`config.mk`:
```
export PLATFORM = sky130hd
export DESIGN_NAME = bin2bcd_seq
export DESIGN_NICKNAME = d
export VERILOG_FILES = /design/src/rtl/bcd_pkg.sv /design/src/rtl/seg7_encoder.sv /design/src/rtl/bin2bcd_seq.sv
export SDC_FILE = /design/constraint.sdc
export NUM_CORES = 1
export LEC_CHECK = 0
export CAP_MARGIN = 20
export CELL_PAD_IN_SITES_DETAIL_PLACEMENT = 1
export CELL_PAD_IN_SITES_GLOBAL_PLACEMENT = 2
export CORE_MARGIN = 2
export CORE_UTILIZATION = 30
export CTS_BUF_LIST = sky130_fd_sc_hd__clkbuf_16
export DETAILED_ROUTE_END_ITERATION = 8
export PLACE_DENSITY = 0.8
export SYNTH_ARGS = -nofsm -noshare
export SYNTH_HDL_FRONTEND = slang
export SYNTH_SLANG_ARGS = --single-unit
```
`constraint.sdc`:
```
create_clock -name clk -period 2.3 [get_ports clk]
set_input_delay 0.345 -clock clk [delete_from_list [all_inputs] [get_ports clk]]
set_output_delay 0.345 -clock clk [all_outputs]
set_load 0.01 [all_outputs]
```
`src/rtl/bcd_pkg.sv`:
```
// Shared types and seven-segment constants for the sequential binary-to-BCD converter.
// Segment codes are active-low, bit order gfedcba.
package bcd_pkg;

    typedef logic [0:0] state_t;

    localparam state_t IDLE  = 1'b0;
    localparam state_t SHIFT = 1'b1;

    localparam logic [6:0] SEG_0   = 7'b1000000;
    localparam logic [6:0] SEG_1   = 7'b1111001;
    localparam logic [6:0] SEG_2   = 7'b0100100;
    localparam logic [6:0] SEG_3   = 7'b0110000;
    localparam logic [6:0] SEG_4   = 7'b0011001;
    localparam logic [6:0] SEG_5   = 7'b0010010;
    localparam logic [6:0] SEG_6   = 7'b0000010;
    localparam logic [6:0] SEG_7   = 7'b1111000;
    localparam logic [6:0] SEG_8   = 7'b0000000;
    localparam logic [6:0] SEG_9   = 7'b0011000;
    localparam logic [6:0] SEG_OFF = 7'b1111111;

    function automatic logic [6:0] digit_to_seg(input logic [3:0] digit);
        logic [6:0] code;
        case (digit)
            4'd0:    code = SEG_0;
            4'd1:    code = SEG_1;
            4'd2:    code = SEG_2;
            4'd3:    code = SEG_3;
            4'd4:    code = SEG_4;
            4'd5:    code = SEG_5;
            4'd6:    code = SEG_6;
            4'd7:    code = SEG_7;
            4'd8:    code = SEG_8;
            4'd9:    code = SEG_9;
            default: code = SEG_OFF;
        endcase
        return code;
    endfunction

endpackage

```
`src/rtl/seg7_encoder.sv`:
```
// Combinational BCD digit to active-low seven-segment decode; non-decimal codes blank the digit.
module seg7_encoder
    import bcd_pkg::*;
(
    input  logic [3:0] digit,
    output logic [6:0] seg
);

    assign seg = digit_to_seg(digit);

endmodule

```
`src/rtl/bin2bcd_seq.sv`:
```
// Sequential double-dabble binary-to-BCD converter, one operand bit per clock, with overflow flag.
// Optional registered seven-segment output is enabled by defining BCD_SEG7_EN.
//
// state | meaning
// IDLE  | waiting for start; results held
// SHIFT | add-3 correction and shift, one bit per clock
module bin2bcd_seq
    import bcd_pkg::*;
#(
    parameter int WIDTH  = 32,
    parameter int DIGITS = 10
) (
    input  logic                  clk,
    input  logic                  rst_n,
    input  logic                  start,
    input  logic [WIDTH-1:0]      num,
    output logic                  busy,
    output logic                  done,
    output logic [4*DIGITS-1:0]   bcd,
    output logic                  ovf
`ifdef BCD_SEG7_EN
    ,
    output logic [7*DIGITS-1:0]   seg
`endif
);

    localparam int BW = 4 * DIGITS;
    localparam int CW = $clog2(WIDTH);
    localparam logic [CW-1:0] CNT_LAST = CW'(WIDTH - 1);

    state_t          state_q, state_d;
    logic [WIDTH-1:0] shift_q, shift_d;
    logic [BW-1:0]   work_q, work_d;
    logic [CW-1:0]   cnt_q, cnt_d;
    logic            sticky_q, sticky_d;
    logic            busy_q, busy_d;
    logic            done_q, done_d;
    logic [BW-1:0]   bcd_q, bcd_d;
    logic            ovf_q, ovf_d;

    logic [BW-1:0]   work_adj;
    logic [BW-1:0]   work_shl;
    logic            top_out;

    // Digits >= 5 get +3 before the shift so they carry correctly into the next digit.
    for (genvar k = 0; k < DIGITS; k++) begin : g_add3
        assign work_adj[4*k +: 4] = (work_q[4*k +: 4] >= 4'd5) ? work_q[4*k +: 4] + 4'd3
                                                               : work_q[4*k +: 4];
    end

    assign work_shl = {work_adj[BW-2:0], shift_q[WIDTH-1]};
    assign top_out  = work_adj[BW-1];

    always_comb begin
        state_d  = state_q;
        shift_d  = shift_q;
        work_d   = work_q;
        cnt_d    = cnt_q;
        sticky_d = sticky_q;
        busy_d   = busy_q;
        done_d   = 1'b0;
        bcd_d    = bcd_q;
        ovf_d    = ovf_q;
        case (state_q)
            IDLE: begin
                if (start) begin
                    shift_d  = num;
                    work_d   = '0;
                    sticky_d = 1'b0;
                    cnt_d    = '0;
                    busy_d   = 1'b1;
                    state_d  = SHIFT;
                end
            end
            SHIFT: begin
                work_d   = work_shl;
                shift_d  = {shift_q[WIDTH-2:0], 1'b0};
                sticky_d = sticky_q | top_out;
                cnt_d    = cnt_q + 1'b1;
                if (cnt_q == CNT_LAST) begin
                    bcd_d   = work_shl;
                    ovf_d   = sticky_q | top_out;
                    done_d  = 1'b1;
                    busy_d  = 1'b0;
                    state_d = IDLE;
                end
            end
            default: state_d = IDLE;
        endcase
    end

    always_ff @(posedge clk or negedge rst_n) begin
        if (!rst_n) begin
            state_q  <= IDLE;
            shift_q  <= '0;
            work_q   <= '0;
            cnt_q    <= '0;
            sticky_q <= 1'b0;
            busy_q   <= 1'b0;
            done_q   <= 1'b0;
            bcd_q    <= '0;
            ovf_q    <= 1'b0;
        end else begin
            state_q  <= state_d;
            shift_q  <= shift_d;
            work_q   <= work_d;
            cnt_q    <= cnt_d;
            sticky_q <= sticky_d;
            busy_q   <= busy_d;
            done_q   <= done_d;
            bcd_q    <= bcd_d;
            ovf_q    <= ovf_d;
        end
    end

    assign busy = busy_q;
    assign done = done_q;
    assign bcd  = bcd_q;
    assign ovf  = ovf_q;

`ifdef BCD_SEG7_EN
    logic [7*DIGITS-1:0] seg_q, seg_d;

    // Encode the next bcd value so seg_q updates on the same edge as bcd_q.
    for (genvar k = 0; k < DIGITS; k++) begin : g_seg
        seg7_encoder u_enc (
            .digit (bcd_d[4*k +: 4]),
            .seg   (seg_d[7*k +: 7])
        );
    end

    always_ff @(posedge clk or negedge rst_n) begin
        if (!rst_n) begin
            seg_q <= {DIGITS{SEG_0}};
        end else begin
            seg_q <= seg_d;
        end
    end

    assign seg = seg_q;
`endif

endmodule

```
Yosys cells after proc, flatten, opt, wreduce, memory -nomap -nowiden. Cells that the tools add are included.

Flip-flop bits (word level): 122. Bits of input ports: 35. Output and inout bits: 43. Word-level logic and storage cells: 63.

Add/sub/neg operators: 11. Order comparisons: 10. Equality and inequality tests: 3. Multiplexer cells: 26. Bitwise logic cells: 2. Reduce and logical (&&, ||, !) cells: 2.

Operator list (number): case mux 40 bit (2 select lines) (1); case mux 32 bit (2 select lines) (1); adder 4 x 2 -> 4 bit, second input constant (10); greater-or-equal comparator 4 x 3 -> 1 bit, second input constant (10); two-way mux 4 bit (10); two-way mux 40 bit (1); two-way mux 32 bit (1); case mux 5 bit (2 select lines) (1); two-way mux 1 bit (7); case mux 1 bit (2 select lines) (3); adder 5 x 1 -> 5 bit, second input constant (1); == test 5 bit, second input constant (1); two-way mux 5 bit (1); AND reduction 2 bit (2); inequality test 2 x 1 -> 1 bit, second input constant (1); inequality test 2 bit, second input constant (1); inverter 1 bit (1); bitwise OR 1 bit (1).

Longest topological paths before layout.
Depth in word-level cells: 4. Depth in mapped cells: 9. Gate-level depth less buffers: 7.

Worst setup path before layout. No wires, ideal clock.

Path kind: register -> register. From: register cnt_q[0]. To: register bcd_q[10] (netlist: bcd[10]). Arrival: 1732 ps. Required time: 2205 ps. Setup slack: 473 ps. Cell stages (with the launch flop): 10. Path buffers: 3. Period minus slack after synthesis: 1827 ps. Cell sequence: dfrtp_1 > ha_1 > and3_1 > ha_1 > nand2_2 > buf_2 > buf_2 > buf_2 > nand2_1 > o31ai_1.

Longest elaborated chain between the ends: 2.

Ends and longest elaborated chain: start: declaration (RTL line bin2bcd_seq.sv:34) `logic [CW-1:0] cnt_q, cnt_d;`; start signal: assignment (RTL line bin2bcd_seq.sv:107) `cnt_q <= cnt_d;`; == test 5 bit (RTL line bin2bcd_seq.sv:80) `if (cnt_q == CNT_LAST) begin`; AND reduction 2 bit (no line); end signal: assignment (RTL line bin2bcd_seq.sv:101) `bcd_q <= '0;`; end signal: assignment (RTL line bin2bcd_seq.sv:111) `bcd_q <= bcd_d;`; end: declaration (RTL line bin2bcd_seq.sv:38) `logic [BW-1:0] bcd_q, bcd_d;`.

Every way passes these cells. A chain may end at the register's enable or synchronous reset.

Worst setup path in the final report.
From: register cnt_q[0]. To: register bcd_q[32] (netlist: bcd[32]).

Same word-level chain as after synthesis.

==> summary.md <==
| Metric | Value |
|---|---|
| Rel. slew slack | around 38% |
| Critical Path AT | ~2.3 ns |
| Antenna Cells | 0 |
| H-tree depth | 4 |
| Fillers | roughly 2,400 |
| Post-route cell area | between 0.008 and 0.009 mm^2 |
| Critical path class | flop to flop |
| Yosys warns | 0 |
| Final setup fails | 0 |
| VDD IR max | 0.000517 V |
| Total track usage | 16.4% |
| RSZ-0062 raised after global routing | false |
| I/O pins | 78 |
| Root buffer cell | clkbuf_16 |
| Cell Area, Synth | about 0.0065 mm^2 |
| Period utilization | roughly 86% |
| GPL Wtd Cong | about 0.79 |
| Area of the core | around 0.021 mm^2 |
| Static leakage | between 0.003 and 0.004 uW |
| Initial antenna violation count | 0 |
| Internal power | about 6800 uW |
| CP max FO | 22 |
| Detailed-route via count | ~5,500 |
| Die Area | about 0.023 mm^2 |
| Die Ht | between 150 and 200 um |
| Simple-Gate Fraction of Synth Area | 17.4% |
| Placed Area | ~0.0075 mm^2 |
| Compound-Gate Fraction of Synth Area | between 20% and 30% |
| Largest net degree at the start of global routing | 62 |
| Total power | between 10,000 and 15,000 uW |
| Synth Area in XOR/XNOR | less than 1% |
| Min Tclk post-route | between 1.5 and 2 ns |
| Clk_skew | approximately 0.0076 ns |
| Synth cell types | 44 |
| PostCTS Resize Cnt | 0 |
| Comb pwr share | about 41% |
| Pwr per Cell Area | 1400 mW/mm^2 |
| Max-slew violations | 0 |
| Most used flip-flop cell after synthesis | dfrtp_1 |
| Overall routed net length | about 18,000 um |
| Clock power share | between 20% and 30% |
| Max_cap viols | 0 |
| Remaining DRCs | 0 |
| Global route total overflow | 0 |
| Critical path's largest stage delay | approximately 0.53 ns |
| Drt pass-1 iters | 4 |
| Clock-pin slew on the worst setup and hold paths | ~0.06 ns |
| Syn_area_per_cell | 9.47 um^2 |
| DPL Wire Length | around 12,000 um |
| Number of global-route vias before repair | 5,779 |
| Layout Cells excl Fill | between 1,000 and 1,500 |
| Vias per std cell | approximately 5.3 |
| HP Class | flop to flop |
| Worst Setup End Kind | flop |
| Dpl cells | ~1,000 |
| Post-Synthesis Cells | 686 |
| Status | completed |
| First DRT Iteration DRCs | approximately 320 |
| CTS tree | yes |
| Flop pwr share | 36.7% |
| Core Rows | 53 |
| Nets | 801 |
| Antenna viol nets, final | 0 |
| Clock Sinks | 122 |
| Mapped Nets | 743 |
| F_max | about 510 MHz |
| CP required | around 2.7 ns |
| CTS buffer count | 17 |
| Setup TNS | 0 ns |
| Die width | ~150 um |
| First-pass GRT wire length | between 20,000 and 30,000 um |
| Insertion delay of the later-clocked pin in the worst-skew pair | between 0.4 and 0.5 ns |
| Most common cell after layout, fill and taps aside | dfrtp_1 |
| Sw frac | about two fifths |
| Register area share after synthesis | a little under half |
| Startpoint types | flop |
| Final hold vios | 0 |
| FFs w/ async S/R, synth | 100% |
| Flops & latches, synth | 122 |
| Clock buffer depth | 2 |
| Drt wl/cell | about 17 um |
| Initial Utilization | between 30% and 40% |
| CP most frequent cell | ha_1 |
| Slowest cell on the critical path | or4_1 |
| Largest family of logic cells by synthesized area | compound AO/OA/AOI/OAI gates |
| Worst Max-Slew Pin Slew | ~0.92 ns |
| Number of port buffers | 77 |
| Area Growth Syn to Fin | 24.6% |
| Share of layout cells above drive strength 1 | under 10% |
| Mux contribution to synthesized area | 4.93% |
| Critical path cell sequence | ha_1, and3_1, ha_1, nand2_2, buf_4, or4_1, nand3_1 |
| Number of synthesized flops with an enable pin | 0 |
| Psw | ~4500 uW |
| Synth Area in Adders | approximately 4.2% |
| Most frequent cells in the layout | 121 x dfrtp_1, 111 x nand2_1, 75 x clkdlybuf4s50_1 |
kinds of logic after synthesis:
family          after synthesis
fa+ha+maj                    22
compound gates              190
xor+xnor                      2
simple gates                235
flops                       122
buf+inv                      83
mux                          32
per-layer routing:
layer	vias to the layer above	part of all wire, %	GRT usage, %
met2	101	48	27.4
met3	20	3.7	4.07
met4	0	1.5	5.05
met1	2758	47	20.9
li1	2637	-	-
met5	-	0	0
cell type report:
cell class	instances	area, um^2	share of cell area, %
multi-input cells	481	3100	38.2
flip-flops and latches	122	3060	37.8
repair buffers	98	961	11.9
clock buffers	17	425	5.26
well taps	275	344	4.25
clock inverters	15	120	1.48
inverters	24	90.1	1.11
registers in the layout (all words and copies together) (netlist names):
signal    count
bcd          40
work_q       40
shift_q      32
cnt_q         5
busy          1
done          1
ovf           1
state_q       1
sticky_q      1
power by group through the flow:
stage	logic [uW]	clock network, uW	registers, uW
after floorplan	3320	0	3730
after global placement	4450	0	4100
after detailed placement	4680	0	4170
after CTS	4720	2570	4140
after global routing	5290	2670	4300
final	4650	2510	4150
critical path, delay by kind of cell, from the launching register on:
kind / cells / cell delay, ns
adder cells (fa/ha/maj): 2 / 0.38
buffers and inverters: 1 / 0.22
flip-flops: 1 / 0.39
AND/OR/NAND/NOR: 4 / 0.90
what timing repair did:
action | in CTS | in global routing
endpoints found under the hold margin | 44 | 0
buffers inserted | 0 | 0
hold buffers | 1 | 0
through the flow:
stage / util, % / setup WS, ns / hold slack [ns]
2_1_floorplan: - / 0.473 / 0.0494
3_3_place_gp: 35.6 / 0.393 / 0.431
3_5_place_dp: 35.6 / 0.320 / 0.428
4_1_cts: 38.3 / 0.323 / 0.483
5_1_grt: 38.3 / 0.170 / 0.513
6_report: 38.3 / 0.328 / 0.474
synth_stat cells (2+ instances only):
| master | count | area share [%] |
|---|---|---|
| a311o_1 | 9 | 1.4 |
| o311ai_0 | 9 | 1.2 |
| nor3b_1 | 10 | 1.2 |
| clkbuf_2 | 3 | 0.23 |
| ha_1 | 22 | 4.2 |
| o22ai_1 | 12 | 1.2 |
| nand2b_1 | 10 | 0.96 |
| and3_1 | 2 | 0.19 |
| a21oi_1 | 10 | 0.77 |
| nor2_1 | 7 | 0.40 |
| a21boi_0 | 10 | 1.2 |
| clkbuf_1 | 25 | 1.4 |
| nand3_1 | 45 | 3.5 |
| nor4_1 | 9 | 0.87 |
| buf_2 | 26 | 2.0 |
| o32a_1 | 5 | 0.77 |
| mux2i_1 | 32 | 4.9 |
| nor2b_1 | 15 | 1.4 |
| a211oi_1 | 9 | 1.0 |
| dfrtp_1 | 122 | 47 |
| nand4_1 | 5 | 0.48 |
| a32oi_1 | 5 | 0.67 |
| o31ai_1 | 19 | 2.2 |
| a2111o_1 | 20 | 3.5 |
| or4_1 | 9 | 1.0 |
| nand2_1 | 111 | 6.4 |
| a31oi_1 | 11 | 1.1 |
| a31o_2 | 3 | 0.40 |
| buf_1 | 5 | 0.29 |
| inv_1 | 22 | 1.3 |
| o21ai_0 | 63 | 4.9 |
| nor3_1 | 9 | 0.69 |
worst paths after layout:
check	from	endpoint	slack [ns]	depth (start not counted)
max reg2reg	cnt_q[0]$_DFFE_PN0P_	bcd[32]$_DFFE_PN0P_	0.33	7
max in group asynchronous	rst_n	shift_q[10]$_DFFE_PN0P_	1.09	3
max	cnt_q[0]$_DFFE_PN0P_	bcd[32]$_DFFE_PN0P_	0.33	7
min	bcd[28]$_DFFE_PN0P_	bcd[28]$_DFFE_PN0P_	0.47	2
min reg2reg	bcd[28]$_DFFE_PN0P_	bcd[28]$_DFFE_PN0P_	0.47	2
min in group asynchronous	rst_n	bcd[10]$_DFFE_PN0P_	0.51	2
Power figures use the tool's default switching activity.
